--- src/rtl/edabk_transmitter_controller.sv ---
// UART transmitter sequencing FSM: one-entry holding buffer behind a valid/ready handshake,
// and load/shift/clear strobes that frame start + data (LSB first) + stop bits on the datapath.
module edabk_transmitter_controller #(
    parameter int DATA_WIDTH = 8,
    parameter int CLK_DIV    = 16,
    parameter int STOP_BITS  = 1
) (
    input  logic                  bclk,
    input  logic                  reset,
    input  logic                  tx_valid,
    input  logic [DATA_WIDTH-1:0] tx_data_in,
    output logic                  tx_ready,
    input  logic                  tx_abort,
    input  logic                  done,
    output logic                  load,
    output logic                  shift,
    output logic                  clear,
    output logic [DATA_WIDTH-1:0] tx_data,
    output logic                  tx_busy,
    output logic                  frame_done
);

    localparam int CNT_W = $clog2(DATA_WIDTH + 2);
    localparam logic [CNT_W-1:0] LAST_DATA = CNT_W'(DATA_WIDTH);
    localparam logic [CNT_W-1:0] LAST_STOP = CNT_W'(STOP_BITS - 1);

    typedef enum logic [1:0] {
        IDLE,
        DATA,
        STOP
    } state_t;

    state_t           state, state_nxt;
    logic [CNT_W-1:0] bit_cnt, bit_cnt_nxt;
    logic             buf_valid;
    logic             accept;

    // An abort masks ready so a byte offered in the same cycle is dropped, not buffered.
    assign tx_ready = ~buf_valid & ~tx_abort;
    assign accept   = tx_valid & tx_ready;
    assign tx_busy  = (state != IDLE);

    // NOTE: non-blocking assignments in every always_ff so all registers sample pre-edge values.
    always_ff @(posedge bclk or posedge reset) begin
        if (reset) begin
            buf_valid <= 1'b0;
            tx_data   <= '0;
        end else begin
            if (accept) tx_data <= tx_data_in;
            if (tx_abort)    buf_valid <= 1'b0;
            else if (accept) buf_valid <= 1'b1;
            else if (load)   buf_valid <= 1'b0;
        end
    end

    always_ff @(posedge bclk or posedge reset) begin
        if (reset) begin
            state   <= IDLE;
            bit_cnt <= '0;
        end else begin
            state   <= state_nxt;
            bit_cnt <= bit_cnt_nxt;
        end
    end

    // NOTE: every output gets a default before the case so no path can infer a latch.
    always_comb begin
        state_nxt   = state;
        bit_cnt_nxt = bit_cnt;
        load        = 1'b0;
        shift       = 1'b0;
        clear       = 1'b0;
        frame_done  = 1'b0;
        if (tx_abort) begin
            clear       = 1'b1;
            state_nxt   = IDLE;
            bit_cnt_nxt = '0;
        end else begin
            case (state)
                IDLE: begin
                    if (buf_valid) begin
                        load        = 1'b1;
                        state_nxt   = DATA;
                        bit_cnt_nxt = '0;
                    end
                end
                DATA: begin
                    // Shift on the final data done too: the datapath then presents its stop level.
                    if (done) begin
                        shift = 1'b1;
                        if (bit_cnt == LAST_DATA) begin
                            state_nxt   = STOP;
                            bit_cnt_nxt = '0;
                        end else begin
                            bit_cnt_nxt = bit_cnt + 1'b1;
                        end
                    end
                end
                STOP: begin
                    if (done) begin
                        if (bit_cnt == LAST_STOP) begin
                            frame_done  = 1'b1;
                            bit_cnt_nxt = '0;
                            if (buf_valid) begin
                                load      = 1'b1;
                                state_nxt = DATA;
                            end else begin
                                state_nxt = IDLE;
                            end
                        end else begin
                            bit_cnt_nxt = bit_cnt + 1'b1;
                        end
                    end
                end
                default: state_nxt = IDLE;
            endcase
        end
    end

    // Cycles since the last load/done; lets us confirm the datapath bit period matches CLK_DIV.
    localparam int GAP_W = $clog2(CLK_DIV + 1);
    localparam logic [GAP_W-1:0] GAP_MAX  = GAP_W'(CLK_DIV);
    localparam logic [GAP_W-1:0] GAP_LAST = GAP_W'(CLK_DIV - 1);

    logic [GAP_W-1:0] gap_cnt;

    always_ff @(posedge bclk or posedge reset) begin
        if (reset)                   gap_cnt <= '0;
        else if (load || done)       gap_cnt <= '0;
        else if (gap_cnt != GAP_MAX) gap_cnt <= gap_cnt + 1'b1;
    end

    a_bit_period : assert property (@(posedge bclk) disable iff (reset)
        (tx_busy && done && !tx_abort) |-> (gap_cnt == GAP_LAST));

    a_strobe_excl : assert property (@(posedge bclk) disable iff (reset)
        !(load && shift) && !(clear && (load || shift)));

endmodule

--- config.mk ---
export PLATFORM = sky130hd
export DESIGN_NAME = edabk_transmitter_controller
export DESIGN_NICKNAME = d
export VERILOG_FILES = /design/src/rtl/edabk_transmitter_controller.sv
export SDC_FILE = /design/constraint.sdc
export NUM_CORES = 1
export LEC_CHECK = 0
export BUFFER_PORTS_ARGS = -buffer_cell sky130_fd_sc_hd__buf_2
export CAP_MARGIN = 20
export CORE_MARGIN = 2
export CORE_UTILIZATION = 50
export CTS_BUF_LIST = sky130_fd_sc_hd__clkbuf_8
export CTS_CLUSTER_SIZE = 25
export DETAILED_ROUTE_END_ITERATION = 8
export PLACE_DENSITY_LB_ADDON = 0.08
export SETUP_SLACK_MARGIN = 0.15
export SYNTH_ARGS = -nofsm -noshare
export SYNTH_HDL_FRONTEND = slang
export SYNTH_SLANG_ARGS = --single-unit
--- constraint.sdc ---
create_clock -name bclk -period 2.35 [get_ports bclk]
set_clock_uncertainty 0.15 [all_clocks]
set_input_delay 0.47 -clock bclk [delete_from_list [all_inputs] [get_ports bclk]]
set_output_delay 0.47 -clock bclk [all_outputs]
set_load 0.02 [all_outputs]
Yosys cells after proc, flatten, opt, wreduce, memory -nomap -nowiden
Cells that the tools add are included. Widths: inputs -> output; s select.

Word-level logic and storage cells: 55. Register bits: 15.

Add/sub/neg operators: 1. Multiplexer cells: 31. Reductions and logical operators: 7. Equal/unequal tests: 8. Bitwise gates (word level): 4.

Operators with widths (count): $mux 4 (6); $mux 1 (16); $ne 3x3->1 const B (5); $mux 2 (6); $pmux 4 s3 (1); $pmux 2 s3 (1); $reduce_and 5->1 (1); $add 4x1->4 const B (1); $eq 4x4->1 const B (1); $logic_not 4->1 (1); $reduce_and 4->1 (1); $reduce_bool 4->1 (1); $reduce_bool 3->1 (1); $and 1x1->1 (2); $eq 2x1->1 const B (1); $eq 2x2->1 const B (1); $logic_not 2->1 (1); $not 1->1 (2); $pmux 1 s2 (1); $reduce_bool 2->1 (1).

Longest topological paths before layout
Gate-level depths: netlist of the first run.

Depth after elaboration: 8. Mapped depth: 6.

Worst setup path after synthesis of the first run
Ideal clock, no wire load.

Path kind: flip-flop to output port. From: register state[0]. To: output load. Buffers on the path: 0. Slack: 267 ps. Cell stages (with the launch flop): 5. Data arrival time: 1463 ps. Required time: 1730 ps. Cell sequence: dfrtp_1 > inv_1 > ha_1 > a41oi_1 > nor3b_1.

Word-level cells in the longest chain between the ends: 3. Elaborated cells on any way between the ends: 4. Classes of those cells: eq/ne (1); mux (2); reduce/logical (1).

Ends and longest elaborated chain: start: declaration (line 33) `state_t state, state_nxt;`; start signal: assignment (line 61) `state <= state_nxt;`; $eq 2x2->1 or $logic_not 2->1 (tied branches) (line 79) `case (state)`; $pmux 1 s2 (*) (line 79); $mux 1 (*) (line 74) `if (tx_abort) begin`; end: declaration (line 15) `output logic load,`.

Every way passes the cells marked *; elsewhere a longest branch is shown, timed or not.

Worst setup path after layout of the first run
From: register bit_cnt[1]. To: output load.

Word-level cells in the longest chain between the ends: 5.

Ends and longest elaborated chain: start: declaration (line 34) `logic [CNT_W-1:0] bit_cnt, bit_cnt_nxt;`; start signal: assignment (line 62) `bit_cnt <= bit_cnt_nxt;`; $logic_not 4->1 (line 101) `if (bit_cnt == LAST_STOP) begin`; $mux 1 (line 101); $mux 1 (line 100) `if (done) begin`; $pmux 1 s2 (line 79); $mux 1 (line 74).

Every way passes these cells.

==> results of run 1 <==
critical path: stages, from the launching register on:
cell     delay (ps)
dfrtp_1         410
inv_1            70
ha_1            120
and2b_2         180
a41oi_2         130
nor3b_2         190
buf_4           160
metrics by stage:
step | hold WS (ps) | cells
after floorplan | 221 | 81
after detailed placement | 341 | 121
after global routing | 185 | 128
after CTS | 143 | 127
final | 122 | 128
after global placement | 335 | 121
cell families (layout without fill, tap and decap cells):
kind of cell,count (synthesis),in the layout,share of synthesized area
AOI/OAI and AO/OA,16,16,0.136
muxes,9,9,0.119
DFF,15,15,0.429
adders and majority gates,7,7,0.100
buffers and inverters,12,42,0.0587
and+or+nand+nor,22,22,0.157
routing by layer:
metal  vias up  share of wire  global-route usage
met3         2          0.031              0.0238
li1        340              -                   -
met4         0         0.0055              0.0514
met5         -              0                   0
met1       322           0.45               0.227
met2        14           0.51               0.318
what timing repair did:
item / CTS / global route
setup endpoints to repair: 1 / 4
pin swaps: 1 / 2
setup buffers: 2 / 1
resized for setup: 6 / 2
final timing paths:
path / startpoint / end / slack [ps] / depth (start not counted)
min reg2reg: tx_data[1] / tx_data[1] / 350 / 1
max: bit_cnt[1] / load / 230 / 6
max in group asynchronous: reset / bit_cnt[3] / 1560 / 2
max reg2reg: state[1] / bit_cnt[3] / 280 / 6
min: reset / tx_data[3] / 120 / 2
min in group bclk: tx_data_in[2] / tx_data[2] / 310 / 2
layout by cell type, fill, tap and decap left out, types with 3 or more instances in the layout:
cell | synthesis | layout
buf_2 | 2 | 25
dfrtp_1 | 15 | 15
mux2_2 | 8 | 8
inv_1 | 9 | 8
ha_1 | 7 | 5
nand2b_1 | 4 | 4
buf_4 | 1 | 4
nand2_1 | 3 | 3
a21oi_1 | 3 | 3
o21ai_1 | 3 | 3
clkbuf_8 | 0 | 3
where the power goes:
| group | switching, W | total, W | leakage [nW] | internal (W) |
|---|---|---|---|---|
| logic | 0.000272 | 0.000453 | 0.300 | 0.000181 |
| clock network | 0.0000826 | 0.000199 | 0.0255 | 0.000117 |
| registers | 0.0000333 | 0.000337 | 0.190 | 0.000304 |
cell type report:
type / instances / area share
clock inverter: 1 / 0.00451
tap: 17 / 0.0192
clock buffer: 3 / 0.0372
timing repair buffer: 29 / 0.140
sequential: 15 / 0.339
multi-input combinational: 54 / 0.430
inverter: 9 / 0.0305
flip-flops by register name, indices dropped and copies added (netlist names):
register	cells
bit_cnt	4
buf_valid	1
tx_data	8
state	2
==> reports/metrics.csv, run 1 <==
metric,value,unit
synth top area cells,"dfrtp_1 43%, mux2_2 10%, ha_1 10%",
VDD IR max,0.648,mV
Area Growth Syn to Fin,26.8,%
clock sink count,15,
# rows,15,
prevailing post-synth register cell,dfrtp_1,
leading area contributor after synthesis,dfrtp_1,
Post-Syn Area,875,um2
Post-Place Cell Area,0.00101,mm2
DRC,0,
unrepaired setup endpoints after global routing,true,
fmax,471,MHz
Chip Width,45.8,um
vias in the first global route,623,
TritonCTS clock tree,yes,
HP Class,input pin to asynchronous set/reset pin,
total power,0.000990,W
largest net degree at the start of global routing,16,
syn avg cell area,10.8,um2
"Core Util, Final",0.656,
distinct cell type count after synthesis,33,
Detailed Routing Iterations Pass 1,4,
dominant cell by count in the synthesized netlist,dfrtp_1,
ys async rst share,1.00,
grt total ovfl,0,
number of enable flip-flop cells after synthesis,0,
Tmin final,2120,ps
H-tree depth,1,
cells after synthesis,81,
Final ANT Viol Nets,0,
fin area,0.00111,mm2
endpoint class of the critical path,primary output,
final setup TNS,0,ps
drt wl/cell,12.9,um
register area,375,um2
critical path class,flop to primary output,
Core ar.,0.00169,mm2
P_leak,0.515,nW
"Slew Viols, Final",0,
crit share post-route,0.904,
detailed placer's ending HPWL,1.27,mm
Starting Density,0.518,
Yosys reg bits,15,
Buffers on Ports,26,
Vias,678,
gr usage total,0.180,
final setup vio count,0,
number of max-cap violations,0,
Startpoint Class,flop,
Post-Synthesis Net Count,101,
# hold bufs at CTS,0,
Final #Nets,132,
PwrDens,893,mW/mm2
die area,0.00210,mm2
clock root cell,clkbuf_8,
Rel. slew slack,0.631,
initial antenna violation count,0,
Synth warnings,0,
Final Hold Vio Count,0,
Vias/cell,5.30,
fillcell total,139,
first-pass GRT wire length,2.70,mm
die height,45.8,um
Worst Max-Slew Pin Slew,553,ps
"Req. time, crit path",1730,ps
Post-synth top cells,"15 x dfrtp_1, 9 x inv_1, 8 x mux2_2",
number of I/O pins,27,
status,completed,
Final WS setup,227,ps
Yosys top cell area share,0.429,
Initial DRC Count,9,
Routed WL,1.65,mm
crit path DAT,1500,ps
share of cells above drive strength 1,0.495,
area of the multi-input gates,477,um2
"Seq/Total Area, Yosys",0.429,
setup slack at placement,283,ps
n_diodes,0,
total CTS buffers,3,
CP max FO,4,
RD Place Congestion,0.822,
Clock Path Buffers,2,
"Reg clk slew, reported paths",60,ps
later-pin clock latency in the skew report,240,ps
No activity file was read; power rests on OpenSTA's default activity.
==> run 2, diff against run 1 <==
==> constraint.sdc (replaced) <==
create_clock -name bclk -period 2.35 [get_ports bclk]
set_clock_uncertainty 0.15 [all_clocks]
set_input_delay 0.235 -clock bclk [delete_from_list [all_inputs] [get_ports bclk]]
set_output_delay 0.235 -clock bclk [all_outputs]
set_load 0.02 [all_outputs]
==> run 2 against run 1 <==
Effect of this change: global-route usage increased by 0.67 points; power decreased by 4.0%; hold slack got worse by 55 ps; final cell count decreased by 1.6%; wire length decreased by 6.8%; setup slack improved by 55 ps.
==> reports/metrics.csv, run 2 (synthesis gave the netlist of run 1 again) <==
metric,value,unit
HP Class,input pin to flop,
"Slew Viols, Final",0,
gr usage total,0.187,
later-pin clock latency in the skew report,240,ps
Buffers on Ports,26,
critical path class,flop to primary output,
VDD IR max,0.646,mV
Tmin final,2070,ps
n_diodes,0,
detailed placer's ending HPWL,1.21,mm
Routed WL,1.54,mm
status,completed,
"commonest non-fill, non-tap cell in the layout",buf_2,
"Core Util, Final",0.632,
die height,45.8,um
CP max FO,5,
Area Growth Syn to Fin,22.0,%
TritonCTS clock tree,yes,
Worst Max-Slew Pin Slew,547,ps
crit-path cells,inv_1 -> ha_1 -> and2b_2 -> a41oi_1 -> nor3b_1 -> buf_2,
crit path DAT,1680,ps
crit share post-route,0.880,
DP Cell Count,121,
DRC,0,
met1 usage,0.233,
final setup vio count,0,
clock root cell,clkbuf_8,
fmax,484,MHz
GRT busiest layer,met2,
PwrDens,890,mW/mm2
"commonest cells after routing, fill and taps aside","26 x buf_2, 15 x dfrtp_1, 10 x inv_1, 8 x mux2_2, 6 x ha_1",
Final #Nets,130,
Detailed Routing Iterations Pass 1,2,
H-tree depth,1,
Final Hold Vio Count,0,
grt total ovfl,0,
die area,0.00210,mm2
max reg flops,8,
Clock Path Buffers,2,
Critical-path top delay cell,dfrtp_1,
Reg with most FFs,tx_data,
number of I/O pins,27,
"Reg clk slew, reported paths",60,ps
fillcell total,145,
# rows,15,
P_leak,0.503,nW
initial antenna violation count,0,
Initial DRC Count,8,
Vias,678,
first-pass GRT wire length,2.66,mm
"Req. time, crit path",1970,ps
post-CTS setup buffers,0,
Final ANT Viol Nets,0,
Top Registers,"tx_data (8), bit_cnt (4), state (2)",
total CTS buffers,3,
Core ar.,0.00169,mm2
GRT met3 Usage,0.0357,
endpoint class of the critical path,primary output,
largest net degree at the start of global routing,16,
delay of the slowest cell on the worst path,410,ps
RD Place Congestion,0.790,
share of cells above drive strength 1,0.431,
post-route insts no fill,126,
vias in the first global route,617,
drt wl/cell,12.2,um
met2 Resource Use GR,0.285,
clock sink count,15,
number of max-cap violations,0,
Rel. slew slack,0.635,
Starting Density,0.518,
final setup TNS,0,ps
Startpoint Class,flop,
Chip Width,45.8,um
unrepaired setup endpoints after global routing,false,
R2R setup slack,320,ps
Vias/cell,5.38,
run 2: cell count changes in the layout (fill, tap and decap cells not counted), sizes merged:
cell         before  now
clkinv            1    0
dlygate4sd3       0    1
inv               9   10
buf              29   26
run 2: report_power, final:
group	switching (W)	internal [W]
clock	0.0000832	0.000116
sequential	0.0000299	0.000304
combinational	0.000251	0.000166
total	0.000364	0.000586
run 2: final timing paths:
check,start,end,depth (start not counted)
worst max-delay path,bit_cnt[0],load,6
worst min-delay path,tx_data_in[2],tx_data[2],2
worst max register to register,state[0],bit_cnt[3],6
worst min register to register,tx_data[2],tx_data[2],1
max in group asynchronous,reset,state[1],3
min in group asynchronous,reset,bit_cnt[0],3
run 2: final cells by class:
type                            instances  area (um2)  share of cell area
Clock inverter                          1        3.75             0.00352
Multi-Input combinational cell         54         452               0.423
Inverter                                9        33.8              0.0317
Tap cell                               17        21.3              0.0199
Sequential cell                        15         375               0.352
Timing Repair Buffer                   27         140               0.131
Clock buffer                            3        41.3              0.0387
run 2: what timing repair did:
action                     CTS  global route
hold buffers                 1             0
resized for setup            0             2
setup endpoints to repair    0             1
hold endpoints to repair    15             0
run 2: worst max-delay path: cells and delay by family (launching register included):
kind            cells  cell delay (ps)
compound gates      1              300
fa+ha+maj           1              180
buf+inv             2              230
flops               1              410
simple gates        2              320
run 2: stage by stage:
step | cell area (um2) | power [W] | setup WS (ps) | hold WS, ps
after global routing | 1070 | 0.00103 | 162 | 64.4
final | 1070 | 0.000950 | 282 | 67.0
after floorplan | 875 | 0.000649 | 463 | -13.5
after CTS | 1060 | 0.000961 | 226 | 62.6
after detailed placement | 1010 | 0.000755 | 322 | 162
after global placement | 1010 | 0.000745 | 380 | 159
run 2: metal layers:
layer	vias to the layer above	share of wire
met1	320	0.44
met5	-	0
met3	4	0.043
li1	338	-
met4	0	0.032
met2	16	0.49
